### config.mk
export PLATFORM = sky130hd
export DESIGN_NAME = mdu_issue_ctrl_flat
export DESIGN_NICKNAME = d
export VERILOG_FILES = /design/src/rtl/mdu_issue_ctrl_if.sv /design/src/rtl/mdu_issue_ctrl.sv /design/src/flat_wrapper.sv
export SDC_FILE = /design/constraint.sdc
export NUM_CORES = 1
export LEC_CHECK = 0
export ABC_AREA = 0
export ABC_CLOCK_PERIOD_IN_PS = 6600
export CAP_MARGIN = 20
export CORE_MARGIN = 1.5
export CORE_UTILIZATION = 30
export DETAILED_ROUTE_END_ITERATION = 10
export PLACE_DENSITY_LB_ADDON = 0.05
export SYNTH_ARGS = -nofsm -noshare
export SYNTH_HDL_FRONTEND = slang
export SYNTH_SLANG_ARGS = --single-unit
### constraint.sdc
create_clock -name clock -period 6.6 [get_ports clock]
set_input_delay 0.66 -clock clock [delete_from_list [all_inputs] [get_ports clock]]
set_output_delay 0.66 -clock clock [all_outputs]
set_load 0.02 [all_outputs]
### src/rtl/mdu_issue_ctrl_if.sv
// Signal bundle between the execute-stage MDU issue controller, the pipeline,
// writeback and the shared multiply/divide unit.
interface mdu_issue_ctrl_if;
  // Handshakes: a transfer happens on a rising clock edge where valid and ready
  // are both high; valid never waits on ready, and once raised, valid and its
  // payload hold until that transfer (flush is the only exception).
  logic        flush;
  logic        in_valid;
  logic        in_ready;
  logic [2:0]  in_op;
  logic        in_word;
  logic [63:0] in_src1;
  logic [63:0] in_src2;
  logic [4:0]  in_rd;
  logic        out_valid;
  logic        out_ready;
  logic [63:0] out_result;
  logic [4:0]  out_rd;
  logic        out_err;
  logic        mdu_mul;
  logic        mdu_mulh;
  logic        mdu_mulhu;
  logic        mdu_mulhsu;
  logic        mdu_div;
  logic        mdu_divu;
  logic        mdu_rem;
  logic        mdu_remu;
  logic [63:0] mdu_src1;
  logic [63:0] mdu_src2;
  logic        mdu_flush;
  logic [63:0] mdu_result;
  logic        mdu_ready;
  logic [2:0]  dbg_state;

  modport master (
    input  flush, in_valid, in_op, in_word, in_src1, in_src2, in_rd,
    input  out_ready, mdu_result, mdu_ready,
    output in_ready, out_valid, out_result, out_rd, out_err,
    output mdu_mul, mdu_mulh, mdu_mulhu, mdu_mulhsu,
    output mdu_div, mdu_divu, mdu_rem, mdu_remu,
    output mdu_src1, mdu_src2, mdu_flush, dbg_state
  );

  modport slave (
    output flush, in_valid, in_op, in_word, in_src1, in_src2, in_rd,
    output out_ready, mdu_result, mdu_ready,
    input  in_ready, out_valid, out_result, out_rd, out_err,
    input  mdu_mul, mdu_mulh, mdu_mulhu, mdu_mulhsu,
    input  mdu_div, mdu_divu, mdu_rem, mdu_remu,
    input  mdu_src1, mdu_src2, mdu_flush, dbg_state
  );
endinterface

### src/rtl/mdu_issue_ctrl.sv
// RV64M issue controller: resolves divide corner cases locally, drives the
// shared MDU, captures its ready-based completion and hands results to writeback.
module mdu_issue_ctrl #(
  parameter int TIMEOUT = 96,
  parameter int CNT_W   = 7
) (
  input logic          clock,
  input logic          reset,
  mdu_issue_ctrl_if.master bus
);

  localparam logic [2:0] S_IDLE   = 3'd0;
  localparam logic [2:0] S_ISSUE  = 3'd1;
  localparam logic [2:0] S_WAIT   = 3'd2;
  localparam logic [2:0] S_CANCEL = 3'd3;
  localparam logic [2:0] S_DONE   = 3'd4;

  localparam logic [CNT_W-1:0] TMO = CNT_W'(TIMEOUT);

  function automatic logic [63:0] sext32(input logic [31:0] v);
    return {{32{v[31]}}, v};
  endfunction

  logic [2:0]       state;
  logic             word_q;
  logic             drop_q;
  logic             seen_low;
  logic [CNT_W-1:0] wd_cnt;
  logic [7:0]       op_lines;
  logic [63:0]      src1_q;
  logic [63:0]      src2_q;
  logic             mdu_flush_q;
  logic             out_valid_q;
  logic [63:0]      out_result_q;
  logic [4:0]       out_rd_q;
  logic             out_err_q;

  logic        in_ready_c;
  logic        accept;
  logic [63:0] a_eff;
  logic [63:0] b_eff;
  logic [63:0] dividend_res;
  logic        b_zero;
  logic        a_min;
  logic        b_m1;
  logic        illegal;
  logic        bypass;
  logic [63:0] byp_result;
  logic        byp_err;

  assign in_ready_c = (state == S_IDLE) & ~bus.flush;
  assign accept     = bus.in_valid & in_ready_c;

  // W ops with funct3[0] set (divuw/remuw) see zero-extended operands.
  always_comb begin
    a_eff = bus.in_src1;
    b_eff = bus.in_src2;
    if (bus.in_word) begin
      a_eff = bus.in_op[0] ? {32'b0, bus.in_src1[31:0]} : sext32(bus.in_src1[31:0]);
      b_eff = bus.in_op[0] ? {32'b0, bus.in_src2[31:0]} : sext32(bus.in_src2[31:0]);
    end
  end

  assign dividend_res = bus.in_word ? sext32(bus.in_src1[31:0]) : bus.in_src1;
  assign b_zero  = bus.in_word ? (bus.in_src2[31:0] == 32'b0) : (bus.in_src2 == 64'b0);
  assign a_min   = bus.in_word ? (bus.in_src1[31:0] == 32'h8000_0000)
                               : (bus.in_src1 == {1'b1, 63'b0});
  assign b_m1    = bus.in_word ? (&bus.in_src2[31:0]) : (&bus.in_src2);
  assign illegal = bus.in_word & ~bus.in_op[2] & (bus.in_op[1:0] != 2'b00);

  // Corner cases that the MDU never sees; their results go straight to DONE.
  always_comb begin
    bypass     = 1'b0;
    byp_result = 64'b0;
    byp_err    = 1'b0;
    if (illegal) begin
      bypass  = 1'b1;
      byp_err = 1'b1;
    end else if (bus.in_op[2]) begin
      if (b_zero) begin
        bypass     = 1'b1;
        byp_result = bus.in_op[1] ? dividend_res : '1;
      end else if (~bus.in_op[0] & a_min & b_m1) begin
        bypass     = 1'b1;
        byp_result = bus.in_op[1] ? 64'b0 : dividend_res;
      end
    end
  end

  always_ff @(posedge clock or negedge reset) begin
    if (!reset) begin
      state        <= S_IDLE;
      word_q       <= 1'b0;
      drop_q       <= 1'b0;
      seen_low     <= 1'b0;
      wd_cnt       <= '0;
      op_lines     <= 8'b0;
      src1_q       <= 64'b0;
      src2_q       <= 64'b0;
      mdu_flush_q  <= 1'b0;
      out_valid_q  <= 1'b0;
      out_result_q <= 64'b0;
      out_rd_q     <= 5'b0;
      out_err_q    <= 1'b0;
    end else begin
      mdu_flush_q <= 1'b0;
      case (state)
        S_IDLE: begin
          if (accept) begin
            word_q   <= bus.in_word;
            out_rd_q <= bus.in_rd;
            drop_q   <= 1'b0;
            if (bypass) begin
              out_result_q <= byp_result;
              out_err_q    <= byp_err;
              out_valid_q  <= 1'b1;
              state        <= S_DONE;
            end else begin
              op_lines  <= 8'(1) << bus.in_op;
              src1_q    <= a_eff;
              src2_q    <= b_eff;
              out_err_q <= 1'b0;
              state     <= S_ISSUE;
            end
          end
        end
        S_ISSUE: begin
          if (bus.flush) begin
            op_lines    <= 8'b0;
            mdu_flush_q <= 1'b1;
            drop_q      <= 1'b1;
            state       <= S_CANCEL;
          end else if (bus.mdu_ready) begin
            wd_cnt   <= '0;
            seen_low <= 1'b0;
            state    <= S_WAIT;
          end
        end
        S_WAIT: begin
          if (bus.flush) begin
            op_lines    <= 8'b0;
            mdu_flush_q <= 1'b1;
            drop_q      <= 1'b1;
            state       <= S_CANCEL;
          end else if (bus.mdu_ready & seen_low) begin
            out_result_q <= word_q ? sext32(bus.mdu_result[31:0]) : bus.mdu_result;
            out_err_q    <= 1'b0;
            op_lines     <= 8'b0;
            mdu_flush_q  <= 1'b1;
            state        <= S_CANCEL;
          end else if (wd_cnt == TMO) begin
            out_result_q <= 64'b0;
            out_err_q    <= 1'b1;
            op_lines     <= 8'b0;
            mdu_flush_q  <= 1'b1;
            state        <= S_CANCEL;
          end else begin
            wd_cnt <= wd_cnt + 1'b1;
            if (!bus.mdu_ready) seen_low <= 1'b1;
          end
        end
        // The op lines were still high when the MDU went ready, so it has
        // already restarted; the flush pulse issued on entry kills that.
        S_CANCEL: begin
          if (bus.flush | drop_q) begin
            drop_q <= 1'b0;
            state  <= S_IDLE;
          end else begin
            out_valid_q <= 1'b1;
            state       <= S_DONE;
          end
        end
        S_DONE: begin
          if (bus.flush | bus.out_ready) begin
            out_valid_q <= 1'b0;
            state       <= S_IDLE;
          end
        end
        default: state <= S_IDLE;
      endcase
    end
  end

  assign bus.in_ready   = in_ready_c;
  assign bus.out_valid  = out_valid_q;
  assign bus.out_result = out_result_q;
  assign bus.out_rd     = out_rd_q;
  assign bus.out_err    = out_err_q;
  assign bus.mdu_mul    = op_lines[0];
  assign bus.mdu_mulh   = op_lines[1];
  assign bus.mdu_mulhsu = op_lines[2];
  assign bus.mdu_mulhu  = op_lines[3];
  assign bus.mdu_div    = op_lines[4];
  assign bus.mdu_divu   = op_lines[5];
  assign bus.mdu_rem    = op_lines[6];
  assign bus.mdu_remu   = op_lines[7];
  assign bus.mdu_src1   = src1_q;
  assign bus.mdu_src2   = src2_q;
  assign bus.mdu_flush  = mdu_flush_q;
  assign bus.dbg_state  = state;

endmodule

### src/flat_wrapper.sv
// flat-port wrapper written by rule: the top's interface ports become plain ports
module mdu_issue_ctrl_flat 
#(
  parameter int TIMEOUT = 96,
  parameter int CNT_W   = 7
)
  (clock, reset, bus_flush, bus_in_valid, bus_in_op, bus_in_word, bus_in_src1, bus_in_src2, bus_in_rd, bus_out_ready, bus_mdu_result, bus_mdu_ready, bus_in_ready, bus_out_valid, bus_out_result, bus_out_rd, bus_out_err, bus_mdu_mul, bus_mdu_mulh, bus_mdu_mulhu, bus_mdu_mulhsu, bus_mdu_div, bus_mdu_divu, bus_mdu_rem, bus_mdu_remu, bus_mdu_src1, bus_mdu_src2, bus_mdu_flush, bus_dbg_state);
  mdu_issue_ctrl_if bus_i ();
  input logic clock;
  input logic reset;
  input wire logic [$bits(bus_i.flush)-1:0] bus_flush;
  input wire logic [$bits(bus_i.in_valid)-1:0] bus_in_valid;
  input wire logic [$bits(bus_i.in_op)-1:0] bus_in_op;
  input wire logic [$bits(bus_i.in_word)-1:0] bus_in_word;
  input wire logic [$bits(bus_i.in_src1)-1:0] bus_in_src1;
  input wire logic [$bits(bus_i.in_src2)-1:0] bus_in_src2;
  input wire logic [$bits(bus_i.in_rd)-1:0] bus_in_rd;
  input wire logic [$bits(bus_i.out_ready)-1:0] bus_out_ready;
  input wire logic [$bits(bus_i.mdu_result)-1:0] bus_mdu_result;
  input wire logic [$bits(bus_i.mdu_ready)-1:0] bus_mdu_ready;
  output wire logic [$bits(bus_i.in_ready)-1:0] bus_in_ready;
  output wire logic [$bits(bus_i.out_valid)-1:0] bus_out_valid;
  output wire logic [$bits(bus_i.out_result)-1:0] bus_out_result;
  output wire logic [$bits(bus_i.out_rd)-1:0] bus_out_rd;
  output wire logic [$bits(bus_i.out_err)-1:0] bus_out_err;
  output wire logic [$bits(bus_i.mdu_mul)-1:0] bus_mdu_mul;
  output wire logic [$bits(bus_i.mdu_mulh)-1:0] bus_mdu_mulh;
  output wire logic [$bits(bus_i.mdu_mulhu)-1:0] bus_mdu_mulhu;
  output wire logic [$bits(bus_i.mdu_mulhsu)-1:0] bus_mdu_mulhsu;
  output wire logic [$bits(bus_i.mdu_div)-1:0] bus_mdu_div;
  output wire logic [$bits(bus_i.mdu_divu)-1:0] bus_mdu_divu;
  output wire logic [$bits(bus_i.mdu_rem)-1:0] bus_mdu_rem;
  output wire logic [$bits(bus_i.mdu_remu)-1:0] bus_mdu_remu;
  output wire logic [$bits(bus_i.mdu_src1)-1:0] bus_mdu_src1;
  output wire logic [$bits(bus_i.mdu_src2)-1:0] bus_mdu_src2;
  output wire logic [$bits(bus_i.mdu_flush)-1:0] bus_mdu_flush;
  output wire logic [$bits(bus_i.dbg_state)-1:0] bus_dbg_state;
  assign bus_i.flush = bus_flush;
  assign bus_i.in_valid = bus_in_valid;
  assign bus_i.in_op = bus_in_op;
  assign bus_i.in_word = bus_in_word;
  assign bus_i.in_src1 = bus_in_src1;
  assign bus_i.in_src2 = bus_in_src2;
  assign bus_i.in_rd = bus_in_rd;
  assign bus_i.out_ready = bus_out_ready;
  assign bus_i.mdu_result = bus_mdu_result;
  assign bus_i.mdu_ready = bus_mdu_ready;
  assign bus_in_ready = bus_i.in_ready;
  assign bus_out_valid = bus_i.out_valid;
  assign bus_out_result = bus_i.out_result;
  assign bus_out_rd = bus_i.out_rd;
  assign bus_out_err = bus_i.out_err;
  assign bus_mdu_mul = bus_i.mdu_mul;
  assign bus_mdu_mulh = bus_i.mdu_mulh;
  assign bus_mdu_mulhu = bus_i.mdu_mulhu;
  assign bus_mdu_mulhsu = bus_i.mdu_mulhsu;
  assign bus_mdu_div = bus_i.mdu_div;
  assign bus_mdu_divu = bus_i.mdu_divu;
  assign bus_mdu_rem = bus_i.mdu_rem;
  assign bus_mdu_remu = bus_i.mdu_remu;
  assign bus_mdu_src1 = bus_i.mdu_src1;
  assign bus_mdu_src2 = bus_i.mdu_src2;
  assign bus_mdu_flush = bus_i.mdu_flush;
  assign bus_dbg_state = bus_i.dbg_state;
  mdu_issue_ctrl #(.TIMEOUT(TIMEOUT), .CNT_W(CNT_W)) u_core (.clock(clock), .reset(reset), .bus(bus_i));
endmodule
# ---- After elaboration in Yosys (flattened, before gate mapping)
# Index checks and enable logic that the tools add are counted.
dict set report totals {
  ff_bits 221
}
dict set report op_classes {
  shifts 1
  n_addsub 1
  muxes 76
  bitwise_logic 13
  n_reduce_logical 22
  eq_ne 24
}
# op n
set op_table {}
lappend op_table {{$mux 64} 17}
lappend op_table {{$pmux 64 s2} 1}
lappend op_table {{$eq 64x64->1 const B} 1}
lappend op_table {{$logic_not 64->1} 1}
lappend op_table {{$reduce_and 64->1} 1}
lappend op_table {{$mux 8} 6}
lappend op_table {{$mux 7} 5}
lappend op_table {{$eq 32x32->1 const B} 1}
lappend op_table {{$logic_not 32->1} 1}
lappend op_table {{$reduce_and 32->1} 1}
lappend op_table {{$mux 1} 30}
lappend op_table {{$mux 3} 9}
lappend op_table {{$pmux 8 s3} 1}
lappend op_table {{$ne 2x2->1 const B} 9}
lappend op_table {{$pmux 3 s5} 1}
lappend op_table {{$reduce_and 5->1} 3}
lappend op_table {{$pmux 7 s2} 1}
lappend op_table {{$reduce_and 4->1} 3}
lappend op_table {{$ne 2x1->1 const B} 5}
lappend op_table {{$reduce_bool 3->1} 3}
lappend op_table {{$shl 1x3->8 const A} 1}
lappend op_table {{$add 7x1->7 const B} 1}
lappend op_table {{$and 1x1->1} 7}
lappend op_table {{$eq 7x7->1 const B} 1}
lappend op_table {{17 further kinds} 27}

# ---- Longest topological paths before layout
dict set report logic_depth {
  depth_word 11
  depth_mapped 10
  depth_no_buf 9
}

# ---- Worst setup path after synthesis
# Ideal clock, no wire load.
dict set report synth_path {
  path_kind {input port to flip-flop}
  startpoint {input port bus_in_src1[1]}
  endpoint {register u_core.out_result_q[31] (netlist: u_core.bus.out_result[31])}
  t_arrival_ps 3014
  stages 8
  t_required_ps 6475
  path_slack_ps 3462
  path_cell_list {or4b_1 or4_4 nor4_4 a32o_1 a311oi_1 a21oi_4 buf_6 mux2_2}
}
dict set report synth_via {
  elab_chain_cells 11
  word_cells_on_any_way 18
}
# element line_no
set synth_lines {}
lappend synth_lines {{start: declaration} flat_wrapper.sv:15} ;# input wire logic [$bits(bus_i.in_src1)-1:0] bus_in_src1;
lappend synth_lines {{$eq 64x64->1 or $eq 32x32->1 (tied branches)} {mdu_issue_ctrl.sv:67, mdu_issue_ctrl.sv:66}}
lappend synth_lines {{$mux 1 *} mdu_issue_ctrl.sv:66} ;# assign a_min = bus.in_word ? (bus.in_src1[31:0] == 32'h8000_0000)
lappend synth_lines {{$and 1x1->1 * (2 in a row)} mdu_issue_ctrl.sv:83} ;# end else if (~bus.in_op[0] & a_min & b_m1) begin
lappend synth_lines {{$mux 64} mdu_issue_ctrl.sv:83}
lappend synth_lines {{$mux 64} mdu_issue_ctrl.sv:80} ;# if (b_zero) begin
lappend synth_lines {{$mux 64} mdu_issue_ctrl.sv:79} ;# end else if (bus.in_op[2]) begin
lappend synth_lines {{$mux 64} mdu_issue_ctrl.sv:76} ;# if (illegal) begin
lappend synth_lines {{$mux 64} mdu_issue_ctrl.sv:113} ;# if (bypass) begin
lappend synth_lines {{$mux 64} mdu_issue_ctrl.sv:109} ;# if (accept) begin
lappend synth_lines {{$pmux 64 s2} mdu_issue_ctrl.sv:107} ;# case (state)
lappend synth_lines {{end signal: assignment} mdu_issue_ctrl.sv:114} ;# out_result_q <= byp_result;
lappend synth_lines {{end signal: assignment} mdu_issue_ctrl.sv:146} ;# out_result_q <= word_q ? sext32(bus.mdu_result[31:0]) : bus.mdu_result;
lappend synth_lines {{end: declaration} mdu_issue_ctrl.sv:34} ;# logic [63:0] out_result_q;
# Every way passes the cells marked *; elsewhere a longest branch is shown, timed or not. The select of a mux whose other input is x is not followed.
# A chain may end at the register's enable or synchronous reset.

# ---- Worst setup path in the final report
dict set report layout_path {
  startpoint {input port bus_in_src1[1]}
  endpoint {register u_core.out_result_q[50] (netlist: u_core.bus.out_result[50])}
}
# The elaborated chain is that of the path after synthesis.

==> results_dict.tcl <==
set metrics [dict create \
    synth_edf_count 0 \
    end_kind "flip-flop" \
    fin_crit_sh 0.6105 \
    yosysMostFrequentCell "dfrtp_1" \
    core_um2 36790 \
    required_ns 7.03 \
    synth_top_area_frac 0.4915 \
    worstSkewPairLatency_ns 0.55 \
    setup.worst_path.class "input pin to flip-flop" \
    finalPower_mw 7.182 \
    via_per_inst 4.982 \
    critPathMaxFanout 57 \
    n_antenna_cell 0 \
    rsz0062_at_grt "no" \
    rrSetupSlack_ns 2.85 \
    maxSlewHeadroom 0.3331 \
    synth_commonest_cells "dfrtp_1, mux2_2, o21ai_0" \
    dpl-instance-area_um2 15810 \
    rows 70 \
    maxCapViolCount 0 \
    path_clk_slew_ns 0.06 \
    drt_iter0_markers 386 \
    yosys_warnings 0 \
    post_cts_buffers 0 \
    grt_pass1_vias 10180 \
    cp_top_family "simple AND/OR/NAND/NOR gates" \
    grt_max_degree 84 \
    period_minus_slack_ns 4.029 \
    path_buf_inv 2 \
    drv_slew 0 \
    ctsHoldBuffers 0 \
    numPortBuffers 418 \
    tns_ns 0 \
    initial_core_util 0.3059 \
    final_nets 1669 \
    grtUsageTotal 0.2203 \
    worst_pin_slew_ns 1.000 \
    synth_area_per_cell_um2 10.53 \
    ys_types 59 \
    yosysTopAreaCell "dfrtp_1" \
    avgRoutedWirePerCell_um 22.25 \
    ios 419 \
    synth_area_leaders "dfrtp_1, mux2_2, o21ai_0, nor2b_1, nand2_1" \
    status "completed" \
    grt_pass1_wl_um 64870 \
    fmax_mhz 248.2 \
    worstPathArrival_ns 4.46 \
    clk_path_buf_depth 3 \
    use_met1 0.2742 \
    met2_usage 0.3719 \
    dr_total_vias 9715 \
    ys_ff_latch 221 \
    power_leakage_nw 7.168 \
    fin_ws_ns 2.571 \
    syn_to_final_growth_pct 50.27 \
    cts_made_buffers 28 \
    ir_worst_vdd_v 0.0002511 \
    max_stage_delay_ns 0.69 \
    cpMaxStageDelayCell "buf_4" \
    cts_resized 0 \
    drt_first_pass_iters 4 \
    async_reset_ff_frac 1.000 \
    dieArea_um2 38670 \
    hold_path.class "input pin to async pin" \
    dp_slack_ns 1.978 \
    synth_area_um2 11250 \
    path_cells "clkdlybuf4s50_1 -> or4b_1 -> or4_4 -> nor4_4 -> a32o_1 -> a311oi_1 -> a21oi_4 -> buf_4 -> mux2_2" \
    drive_gt1_frac 0.1856 \
    setup_viol_count_final 0 \
    tritoncts "yes" \
    syn_nets 1277 \
    synthCells 1068 \
    use_met3 0.06263 \
    final_area_um2 16910 \
    powerDensity_nw_per_um2 424.8 \
    hold_viol 0 \
    die_w_um 196.7 \
    die_h_um 196.7 \
    grt-ovfl-total 0 \
    htreeDepth 1 \
    fin_skew_ns 0.007920 \
    place_congestion 0.8277 \
    drc_errors 0 \
    wirelength_um 43390 \
    ys_seq_area_frac 0.4915 \
    postRouteAntennaNets 0 \
    cts_sinks 221 \
    synth_ff_type "dfrtp_1" \
    dpl.hpwl_um 31870 \
    antenna_found_initial 3 \
    clock-root-buffer "clkbuf_16" \
    worstSetupStartpointType "input pin" \
    top_usage_layer "met2" \
]
-- final cells by class --
cell class | instances | area (um^2)
clock buffer | 35 | 767.0
clock inverter | 17 | 246.5
fill | 3587 | 19880
inverter | 54 | 202.7
multi-input combinational | 718 | 5177
sequential | 221 | 5530
tap | 468 | 585.6
timing repair buffer | 437 | 4397
-- placed cells by master, fill, tap and decap left out, types with 4 or more instances in the layout --
cell             count
buf_4               14
o31ai_1             23
nand2_1             61
inv_1               54
bufinv_16            6
clkdlybuf4s50_1    416
nor3_1              10
o21ai_0            164
nand2b_1             5
a21oi_1              8
nand3_1              9
nor2_1              52
dfrtp_1            221
and2_1               4
a32o_1               6
nor2b_1             56
nand4_1             21
o21ai_1              4
o21bai_1            21
clkinv_2            10
mux2_2             191
nor4_1              29
clkbuf_16           29
clkbuf_8             4
-- where the power goes --
group | switching [mW] | leakage, nW | internal [mW] | total, mW
clock network | 0.623 | 0.508 | 1.06 | 1.68
registers | 0.318 | 2.83 | 1.91 | 2.23
logic | 1.67 | 3.83 | 1.61 | 3.27
total | 2.61 | 7.17 | 4.57 | 7.18
-- worst paths after layout --
path / from / end / cells past startpoint
worst min register to register: u_core.bus.out_rd[4] / u_core.bus.out_rd[4] / 2
worst min-delay path: reset / u_core.bus.out_result[56] / 1
worst max-delay path: bus_in_src1[1] / u_core.bus.out_result[50] / 9
min in group clock: u_core.bus.out_rd[4] / u_core.bus.out_rd[4] / 2
max in group asynchronous: reset / u_core.bus.mdu_src2[44] / 2
worst max register to register: u_core.bus.dbg_state[1] / u_core.bus.mdu_src2[61] / 6
-- sequential cells by signal, indices dropped and copies added (netlist names) --
signal	cells
u_core.bus.dbg_state	3
u_core.bus.mdu_flush	1
u_core.bus.mdu_src1	64
u_core.bus.mdu_src2	64
u_core.bus.out_err	1
u_core.bus.out_rd	5
u_core.bus.out_result	64
u_core.bus.out_valid	1
u_core.drop_q	1
u_core.op_lines	8
u_core.seen_low	1
u_core.wd_cnt	7
u_core.word_q	1
-- logic make-up after synthesis --
family | Yosys count | share of synthesized area
buf+inv | 129 | 0.05127
mux | 194 | 0.1941
fa+ha+maj | 2 | 0.002224
flops | 221 | 0.4915
simple gates | 268 | 0.1263
xor+xnor | 4 | 0.003114
compound gates | 250 | 0.1315
-- routing by layer --
metal | vias to the layer above | part of all wire
li1 | 4593 | -
met1 | 4744 | 0.42
met2 | 304 | 0.47
met3 | 70 | 0.076
met4 | 4 | 0.029
met5 | - | 0.00060
-- through the flow --
| stage | cells | hold slack, ns | utilization |
|---|---|---|---|
| 2_1_floorplan | 1068 | 0.3644 | - |
| 3_3_place_gp | 1894 | 0.4642 | 0.4297 |
| 3_5_place_dp | 1894 | 0.4607 | 0.4297 |
| 4_1_cts | 1946 | 0.1204 | 0.4572 |
| 5_1_grt | 1950 | 0.1565 | 0.4596 |
| 6_report | 1950 | 0.08862 | 0.4596 |
Note: power is estimated with default switching activity, not from simulation.
==> variant (same settings) <==
`CNT_W` is set to 7 in 2 places; all go to 5.
--- a/src/rtl/mdu_issue_ctrl.sv
+++ b/src/rtl/mdu_issue_ctrl.sv
@@ -2,7 +2,7 @@
 // shared MDU, captures its ready-based completion and hands results to writeback.
 module mdu_issue_ctrl #(
   parameter int TIMEOUT = 96,
-  parameter int CNT_W   = 7
+  parameter int CNT_W   = 5
 ) (
   input logic          clock,
   input logic          reset,
--- a/src/flat_wrapper.sv
+++ b/src/flat_wrapper.sv
@@ -2,7 +2,7 @@
 module mdu_issue_ctrl_flat 
 #(
   parameter int TIMEOUT = 96,
-  parameter int CNT_W   = 7
+  parameter int CNT_W   = 5
 )
   (clock, reset, bus_flush, bus_in_valid, bus_in_op, bus_in_word, bus_in_src1, bus_in_src2, bus_in_rd, bus_out_ready, bus_mdu_result, bus_mdu_ready, bus_in_ready, bus_out_valid, bus_out_result, bus_out_rd, bus_out_err, bus_mdu_mul, bus_mdu_mulh, bus_mdu_mulhu, bus_mdu_mulhsu, bus_mdu_div, bus_mdu_divu, bus_mdu_rem, bus_mdu_remu, bus_mdu_src1, bus_mdu_src2, bus_mdu_flush, bus_dbg_state);
   mdu_issue_ctrl_if bus_i ();
Formal check against the unedited RTL: not equivalent (Yosys sat finds a counterexample within 4 cycles, from zero or initial values and one cycle with reset low).
==> variant against the original RTL <==
Design area fell by 1.6%; clock power rose by 3%; area after synthesis fell by 1.6%; total power rose by 0.71%; setup slack improved by 0.037 ns; sequential cell count fell by 2; non-clock buffer count fell by 6; routed wire length fell by 4.2%; critical endpoint is now u_core.bus.mdu_src2[7]; largest cell class unchanged.
==> variant: results <==
[run_status]
result_of_the_run = finished, final reports clean

[sta]
achievable-frequency_mhz = 250
timing.max_slew.rel_slack_pct = 30.1
clock_skew_ns = 0.0168

[critical_path]
critical_path.endpoint_type = flip-flop
worst_r2r_endpoint = u_core.bus.mdu_src2[7]
reg2regPathDepth = 5
path_max_fanout = 65
critPathArrivalTime_ns = 4.41
worst_path_max_delay_cell = sky130_fd_sc_hd__buf_4
critPathLaunch = bus_in_src1[31]
timing.reg2reg.setup_slack_ns = 2.89
crit_path_max_incr_delay_ns = 0.92

[logic_synthesis]
synth_adder_area_share_pct = 0.226
synth_compound_area_share_pct = 12.6
synth_warnings = 0
yosysSeqAreaShare_pct = 49.5
synth_cell_type_count = 51
synth_cell_count_leaders = 219 x sky130_fd_sc_hd__dfrtp_1, 139 x sky130_fd_sc_hd__o21ai_0, 76 x sky130_fd_sc_hd__mux2_4, 68 x sky130_fd_sc_hd__inv_1, 63 x sky130_fd_sc_hd__mux2_2
ys_top_cells_by_area = sky130_fd_sc_hd__dfrtp_1 50%, sky130_fd_sc_hd__mux2_4 10%, sky130_fd_sc_hd__mux2_2 6.4%, sky130_fd_sc_hd__o21ai_0 6.3%, sky130_fd_sc_hd__mux2_1 6.1%
syn-num-nets = 1154
share_of_cell_area_taken_by_muxes_after_synthesis_pct = 22.8
async_reset_ff_share_pct = 100
syn-mean-instance-area_sq_um = 11.7
synth-xor-area-share_pct = 0.237

[power_and_ir_drop]
power_leakage_nw = 7.20
internal_power_w = 0.00470
power.sequential.fraction_pct = 30.7
ir_worst_vdd_mv = 0.204
combinationalPowerShare_pct = 45.4
sequentialPower_w = 0.00222

[cts]
clock-root-buffer = sky130_fd_sc_hd__clkbuf_16
clockBufferDepth = 3
cts_inserted_buffers = 28
number_of_resized_instances_in_the_post_cts_repair_step = 0
worst_skew_pair.late_latency_ns = 0.55
cts_max_level = 1
post_cts_buffers = 0
hold_buffers = 0

[placement]
placed_cell_area_sq_um = 15600
global_placer_s_final_weighted_congestion = 0.792
hpwlAfterDp_microns = 29200
placement.setup.worst_slack_ns = 2.00
placement.io_buffers = 418

[layout]
post_route_cells_drive_above_1_share_pct = 15.4
finalNonFillerCells = 1829
layout.nets = 1546

[global_route]
maximum_number_of_pins_on_one_net_before_global_route_repair = 124
global_routing_usage_on_met1_pct = 26.5
gr-usage-all-layers_pct = 21.2
grt_first_pass_wirelength_microns = 62100
grt_use_met3_pct = 6.51
grt_util_met2_pct = 35.4
grt_pass1_vias = 9433
initial_antenna_violation_count = 5

[detailed_routing]
drt_pre_antenna_iters = 4
wire_per_inst_microns = 22.7
initialDrtViolationCount = 408
via_per_inst = 4.99
==> variant: worst max-delay path: cells and delay by family <==
family / cells / cell delay, ns
buf+inv: 2 / 1.64
simple gates: 6 / 1.64
mux: 1 / 0.42
==> variant: worst min path at each step <==
stage,endpoint,slack [ns],depth (start not counted)
after floorplan,u_core.bus.dbg_state[0],0.36,0
after global placement,u_core.bus.out_result[29],0.47,1
after detailed placement,u_core.bus.out_result[13],0.48,1
after CTS,u_core.bus.out_rd[2],0.18,1
after global routing,u_core.bus.out_rd[2],0.17,1
final,u_core.bus.out_rd[2],0.13,1
==> variant: final cells by class <==
type	instances	area, sq um
inverter	69	259
tap	468	586
antenna	2	5.00
timing repair buffer	431	4310
clock buffer	42	845
clock inverter	10	200
fill	3516	19800
sequential	219	5480
multi-input combinational	588	4960
==> variant: layer usage <==
metal  routed length (microns)  part of all wire [%]
met3                      3240                   7.8
met5                        36                 0.087
met1                     17200                    41
met2                     20000                    48
met4                      1110                   2.7
